[config.mk]
export PLATFORM = sky130hd
export DESIGN_NAME = z80_bus_ctrl
export DESIGN_NICKNAME = d
export VERILOG_FILES = /design/src/rtl/z80_bus_ctrl.sv
export SDC_FILE = /design/constraint.sdc
export NUM_CORES = 1
export LEC_CHECK = 0
export ABC_AREA = 1
export BUFFER_PORTS_ARGS = -buffer_cell sky130_fd_sc_hd__buf_4
export CORE_UTILIZATION = 60
export DETAILED_ROUTE_END_ITERATION = 10
export GPL_TIMING_DRIVEN = 0
export HOLD_SLACK_MARGIN = 0.06
export PLACE_DENSITY = 0.84
export SYNTH_ARGS = -nofsm -noshare
export SYNTH_HDL_FRONTEND = slang
export SYNTH_SLANG_ARGS = --single-unit
[constraint.sdc]
create_clock -name cpu_clk -period 3.1 [get_ports cpu_clk]
set_clock_uncertainty 0.15 [all_clocks]
set_input_delay 0.62 -clock cpu_clk [delete_from_list [all_inputs] [get_ports cpu_clk]]
set_output_delay 0.62 -clock cpu_clk [all_outputs]
set_load 0.1 [all_outputs]
[src/rtl/z80_bus_ctrl.sv]
// Reset sequencer, per-space wait-state generator and bus strobes for fz80.
// Counts completed bus accesses in the cpu_clk domain.
module z80_bus_ctrl #(
   parameter int RST_CYCLES = 8,
   parameter int MEM_WAIT   = 0,
   parameter int IO_WAIT    = 1
) (
   input  logic        n_RST,
   input  logic        cpu_clk,
   input  logic        soft_rst,
   input  logic        cpu_mreq,
   input  logic        cpu_ioreq,
   input  logic        cpu_rd,
   input  logic        cpu_wr,
   output logic        cpu_rst,
   output logic        cpu_wait,
   output logic        mem_rd,
   output logic        mem_wr,
   output logic        io_rd,
   output logic        io_wr,
   output logic [15:0] acc_cnt
);

   localparam logic [7:0] RST_N = 8'(RST_CYCLES);
   localparam logic [3:0] MEM_W = 4'(MEM_WAIT);
   localparam logic [3:0] IO_W  = 4'(IO_WAIT);

   typedef enum logic [1:0] {IDLE, WAIT, HOLD} state_t;

   state_t     state;
   state_t     state_nxt;
   logic [7:0] rst_cnt;
   logic [7:0] rst_cnt_nxt;
   logic [3:0] wcnt;
   logic [3:0] wcnt_nxt;
   logic [3:0] w;
   logic       access;
   logic       force_idle;
   logic       stale;
   logic       stale_nxt;
   logic       start;
   logic       cnt_inc;

   always_comb begin
      rst_cnt_nxt = rst_cnt;
      if (soft_rst)
         rst_cnt_nxt = '0;
      else if (rst_cnt < RST_N)
         rst_cnt_nxt = rst_cnt + 8'd1;
   end

   always_ff @(posedge cpu_clk or negedge n_RST) begin
      if (!n_RST) begin
         rst_cnt <= '0;
         cpu_rst <= 1'b1;
      end else begin
         rst_cnt <= rst_cnt_nxt;
         cpu_rst <= (rst_cnt_nxt != RST_N);
      end
   end

   assign access     = (cpu_mreq | cpu_ioreq) & (cpu_rd | cpu_wr);
   assign w          = cpu_ioreq ? IO_W : MEM_W;
   assign force_idle = cpu_rst | soft_rst;
   // A strobe that straddles reset must drop before it can start a cycle
   assign stale_nxt  = access & (stale | force_idle);
   assign start      = access & ~cpu_rst & ~stale;

   always_comb begin
      state_nxt = state;
      wcnt_nxt  = wcnt;
      cnt_inc   = 1'b0;
      if (force_idle) begin
         state_nxt = IDLE;
         wcnt_nxt  = '0;
      end else begin
         unique case (state)
            IDLE: begin
               if (start) begin
                  if (w != 4'd0) begin
                     state_nxt = WAIT;
                     wcnt_nxt  = w - 4'd1;
                  end else begin
                     state_nxt = HOLD;
                     cnt_inc   = 1'b1;
                  end
               end
            end
            WAIT: begin
               if (!access) begin
                  state_nxt = IDLE;
               end else if (wcnt == 4'd0) begin
                  state_nxt = HOLD;
                  cnt_inc   = 1'b1;
               end else begin
                  wcnt_nxt = wcnt - 4'd1;
               end
            end
            HOLD: begin
               if (!access)
                  state_nxt = IDLE;
            end
            default: state_nxt = IDLE;
         endcase
      end
   end

   always_ff @(posedge cpu_clk or negedge n_RST) begin
      if (!n_RST) begin
         state   <= IDLE;
         wcnt    <= '0;
         stale   <= 1'b0;
         acc_cnt <= '0;
      end else begin
         state <= state_nxt;
         wcnt  <= wcnt_nxt;
         stale <= stale_nxt;
         if (cnt_inc)
            acc_cnt <= acc_cnt + 16'd1;
      end
   end

   assign cpu_wait = ((state == IDLE) & start & (w != 4'd0))
                   | ((state == WAIT) & (wcnt != 4'd0) & access);

   assign mem_rd = cpu_mreq  & cpu_rd & ~cpu_rst;
   assign mem_wr = cpu_mreq  & cpu_wr & ~cpu_rst;
   assign io_rd  = cpu_ioreq & cpu_rd & ~cpu_rst;
   assign io_wr  = cpu_ioreq & cpu_wr & ~cpu_rst;

endmodule

# Yosys cells after proc, flatten, opt, wreduce, memory -nomap -nowiden
# Index checks and enable logic that the tools add are counted.
dict set report classes {
  n_lt_le_gt_ge 1
  bitwise_logic 23
  mux 22
  addsub 4
  reduce_logical 7
  eq_ne 9
}
# op count
set op_table {}
lappend op_table {{2-to-1 mux 4 bit} 5}
lappend op_table {{adder 16 x 1 -> 16 bit, second input constant} 1}
lappend op_table {{AND 1 bit} 16}
lappend op_table {{2-to-1 mux 8 bit} 2}
lappend op_table {{inequality test 3 bit, second input constant} 5}
lappend op_table {{2-to-1 mux 2 bit} 6}
lappend op_table {{adder 8 x 1 -> 8 bit, second input constant} 1}
lappend op_table {{less-than comparator 8 x 4 -> 1 bit, second input constant} 1}
lappend op_table {{inequality test 8 x 4 -> 1 bit, second input constant} 1}
lappend op_table {{case mux 4 bit (2 select lines)} 1}
lappend op_table {{nonzero test 4 bit} 2}
lappend op_table {{2-to-1 mux 1 bit} 6}
lappend op_table {{case mux 2 bit (3 select lines)} 1}
lappend op_table {{OR 1 bit} 5}
lappend op_table {{AND reduction 5 bit} 1}
lappend op_table {{logical NOT 4 bit} 1}
lappend op_table {{inequality test 4 bit, second input constant} 1}
lappend op_table {{subtractor 4 x 1 -> 4 bit, second input constant} 1}
lappend op_table {{AND reduction 3 bit} 1}
lappend op_table {{nonzero test 3 bit} 1}
lappend op_table {{== test 2 x 1 -> 1 bit, second input constant} 1}
lappend op_table {{== test 2 bit, second input constant} 1}
lappend op_table {{logical NOT 2 bit} 1}
lappend op_table {{inverter 1 bit} 2}
lappend op_table {{other kinds (2)} 2}
dict set report totals {
  register_bits 32
  word_cells 72
  inputBits 7
}

# Logic depth before layout (Yosys ltp)
dict set report logic_depth {
  ltp_word 7
  depth_mapped 11
}

# Worst setup path before layout
# Ideal clock, no wire load.
dict set report synth_timing {
  path_kind {input to output}
  start {input port cpu_ioreq}
  end {output port io_rd}
  path_stages 2
  path_slack_ns -0.401
  t_arrival_ns 2.731
  required_time_ns 2.330
  path_cell_list {inv_1 -> nor3_1}
}
dict set report synth_via {
  elab_chain_cells 2
}
# element line
set synth_lines {}
lappend synth_lines {{start: declaration} 12} ;# input logic cpu_ioreq,
lappend synth_lines {{AND 1 bit (2 in a row)} 128} ;# assign io_rd = cpu_ioreq & cpu_rd & ~cpu_rst;
lappend synth_lines {{end: declaration} 19} ;# output logic io_rd,
# Every way passes these cells.

# Final worst setup path
dict set report layout_timing {
  start {register wcnt[0]}
  end {output port cpu_wait}
}
dict set report layout_via {
  elab_chain_cells 4
}
# element line
set layout_lines {}
lappend layout_lines {{start: declaration} 34} ;# logic [3:0] wcnt;
lappend layout_lines {{start signal: assignment} 116} ;# wcnt <= wcnt_nxt;
lappend layout_lines {{nonzero test 4 bit} 124} ;# | ((state == WAIT) & (wcnt != 4'd0) & access);
lappend layout_lines {{AND 1 bit (2 in a row)} 124}
lappend layout_lines {{OR 1 bit} 124}
lappend layout_lines {{end: declaration} 16} ;# output logic cpu_wait,
# Every way passes these cells.

==> impl_metrics.env <==
export IMPL_status="complete, but fails checks"
export IMPL_violations="design-rule violations"
export IMPL_max_freq_ghz=0.417
export IMPL_routed_wl_um=3590
export IMPL_htreeDepth=2
export IMPL_io_buffers=28
export IMPL_cts_tree="done"
export IMPL_drive_gt1_frac=0.174
export IMPL_antenna_left=0
export IMPL_viasPerCell=5.18
export IMPL_worst_setup_path_type="reg -> out"
export IMPL_cp_common_cell="nand2_1"
export IMPL_synthAdderAreaFrac=0.0205
export IMPL_synth_xor_area_share=0.0573
export IMPL_ioPinCount=29
export IMPL_overflow=0
export IMPL_die_area_um2=3280
export IMPL_grt_max_degree=33
export IMPL_drc=2
export IMPL_syn_inst=251
export IMPL_relSlewSlack=0.675
export IMPL_rsz0062_at_grt="no"
export IMPL_rows=19
export IMPL_final_hold_viol_count=0
export IMPL_dieWidth_um=57.3
export IMPL_crit_arrival_ps=1630
export IMPL_synth_mux_area_frac=0
export IMPL_routabilityCongestion=0.849
export IMPL_clk_path_buf_depth=2
export IMPL_synthTopCellsByArea="dfrtp_1 (42%), nand2_1 (18%), inv_1 (6.6%)"
export IMPL_cts_buffers=5
export IMPL_clock_latency_ps=340
export IMPL_crit_path_top_delay_cell="dfrtp_1"
export IMPL_critPathMaxFanout=5
export IMPL_synth_compound_area_frac=0.0430
export IMPL_synthSimpleGateAreaFrac=0.356
export IMPL_cts_root_buffer="clkbuf_4"
export IMPL_synth_area_um2=1830
export IMPL_power_mw=0.727
export IMPL_synth_distinct_cells=23
export IMPL_grt_usage=0.247
export IMPL_drtPass1Iterations=7
export IMPL_setup_viol=0
export IMPL_worst_pin_slew_ps=482
export IMPL_initial_core_util=0.648
export IMPL_postCtsResizedCells=0
export IMPL_start_kind="flip-flop"
export IMPL_powerDensity_nw_per_um2=336
export IMPL_hold_class="in -> reg"
export IMPL_first_global_vias=1474
export IMPL_layout_min_cycle_time_ps=2400
export IMPL_grt_pass1_wl_um=6210
export IMPL_antenna_cells=0
export IMPL_wire_per_inst_um=11.3
export IMPL_slowest_delay_ps=360
export IMPL_drv_cap=0
export IMPL_ys_seq_elements=32
export IMPL_tns_ps=0
export IMPL_synth_nets=261
export IMPL_final_cell_mix="nand2_1 (86), inv_1 (32), nor2_1 (31), dfrtp_1 (31), buf_4 (29)"
export IMPL_layout_commonest_cell="nand2_1"
export IMPL_dr_total_vias=1651
export IMPL_dp_hpwl_um=2590
export IMPL_p_leak_nw=1.13
export IMPL_crit_chain="inv_1, ha_1, nand2_1, nand3_1, nand2_1, buf_4"
export IMPL_synth_top_family_by_area="simple AND/OR/NAND/NOR gates"
export IMPL_clkTransAtPathRegs_ps=100
export IMPL_cts_sinks=32
export IMPL_nets=297
export IMPL_syn_avg_cell_area_um2=7.30
export IMPL_synth_area_leader_cell="dfrtp_1"
export IMPL_slew_viol_final=0
export IMPL_core_area_um2=2830
export IMPL_irDropWorstVdd_uv=299
export IMPL_ys_seq_area_frac=0.438
export IMPL_cts_hold_buf=1
export IMPL_final_cells=319
export IMPL_yosysWarnings=0
export IMPL_die_h_um=57.3
export IMPL_netlist_area_leader_share=0.423
export IMPL_antenna_found_initial=0
export IMPL_finalCritPeriodShare=0.773
export IMPL_dp_cells=310
export IMPL_required_ps=2330
export IMPL_drt_iter0_drc=95
export IMPL_area_growth_pct=18.0
export IMPL_crit_path_end_kind="output pin"
export IMPL_post_cts_buffers=0
-- final timing paths --
check / startpoint / endpoint / slack [ps] / depth (start not counted)
worst max-delay path: wcnt[0] / cpu_wait / 700 / 6
worst min-delay path: soft_rst / rst_cnt[7] / 340 / 2
worst max register to register: wcnt[0] / acc_cnt[6] / 1390 / 11
worst min register to register: stale / stale / 370 / 1
max in group asynchronous: n_RST / cpu_rst / 1870 / 2
min in group asynchronous: n_RST / wcnt[2] / 600 / 2
-- power breakdown --
group | leakage [nW] | internal, mW | switching (mW)
Sequential | 0.439 | 0.422 | 0.00446
Combinational | 0.651 | 0.0165 | 0.0278
Clock | 0.0380 | 0.108 | 0.148
Total | 1.13 | 0.547 | 0.180
-- layout make-up --
class                      count  area, um2
clock buffer                   6       51.3
timing repair buffer          29        220
tap                           31       38.8
sequential                    32        802
inverter                      33        124
multi-input combinational    183        883
clock inverter                 2       10.0
buffer                         3       33.8
fill                         231        666
-- metrics by stage --
stage / utilization / setup WS, ps / area (um2) / hold WS, ps
after global placement: 0.739 / 832 / 2090 / 325
after floorplan: - / -401 / 1840 / 174
after global routing: 0.765 / 607 / 2160 / 336
after detailed placement: 0.739 / 836 / 2090 / 347
final: 0.765 / 704 / 2160 / 343
after CTS: 0.765 / 701 / 2160 / 337
-- cells by family (layout without fill, tap and decap cells) --
| group | count (synthesis) | in the layout |
|---|---|---|
| AND/OR/NAND/NOR | 153 | 153 |
| AO/OA/AOI/OAI | 15 | 15 |
| buffers and inverters | 36 | 73 |
| adder cells (fa/ha/maj) | 3 | 3 |
| flip-flops | 32 | 32 |
| XOR/XNOR | 12 | 12 |
-- metal layers --
metal,wire length (um),global-route usage,vias up
met5,0,0,-
met4,51,0.0941,0
met3,159,0.0612,6
met2,1650,0.382,32
met1,1740,0.340,760
li1,-,-,853
-- cell usage after synthesis --
master,number
nor2_1,31
nand4_1,6
buf_4,1
nor2_4,3
nand2_2,3
buf_6,1
ha_1,3
nand3_1,17
o21a_1,1
o21ai_0,9
or2_2,1
and2_1,1
dfrtp_1,31
nor3_1,5
dfstp_2,1
a31oi_1,1
nand2_1,86
a21oi_1,4
xor2_1,1
buf_8,1
xnor2_1,11
inv_2,1
inv_1,32
-- state kept, by name (all words and copies together) (netlist names) --
register	flops
stale	1
acc_cnt	16
rst_cnt	8
cpu_rst	1
wcnt	4
state	2
-- worst max-delay path: cells and delay by family (launching register included) --
| family | cells | cell delay [ps] |
|---|---|---|
| fa+ha+maj | 1 | 220 |
| buf+inv | 2 | 360 |
| simple gates | 3 | 360 |
| flops | 1 | 360 |
Power figures use the tool's default switching activity.
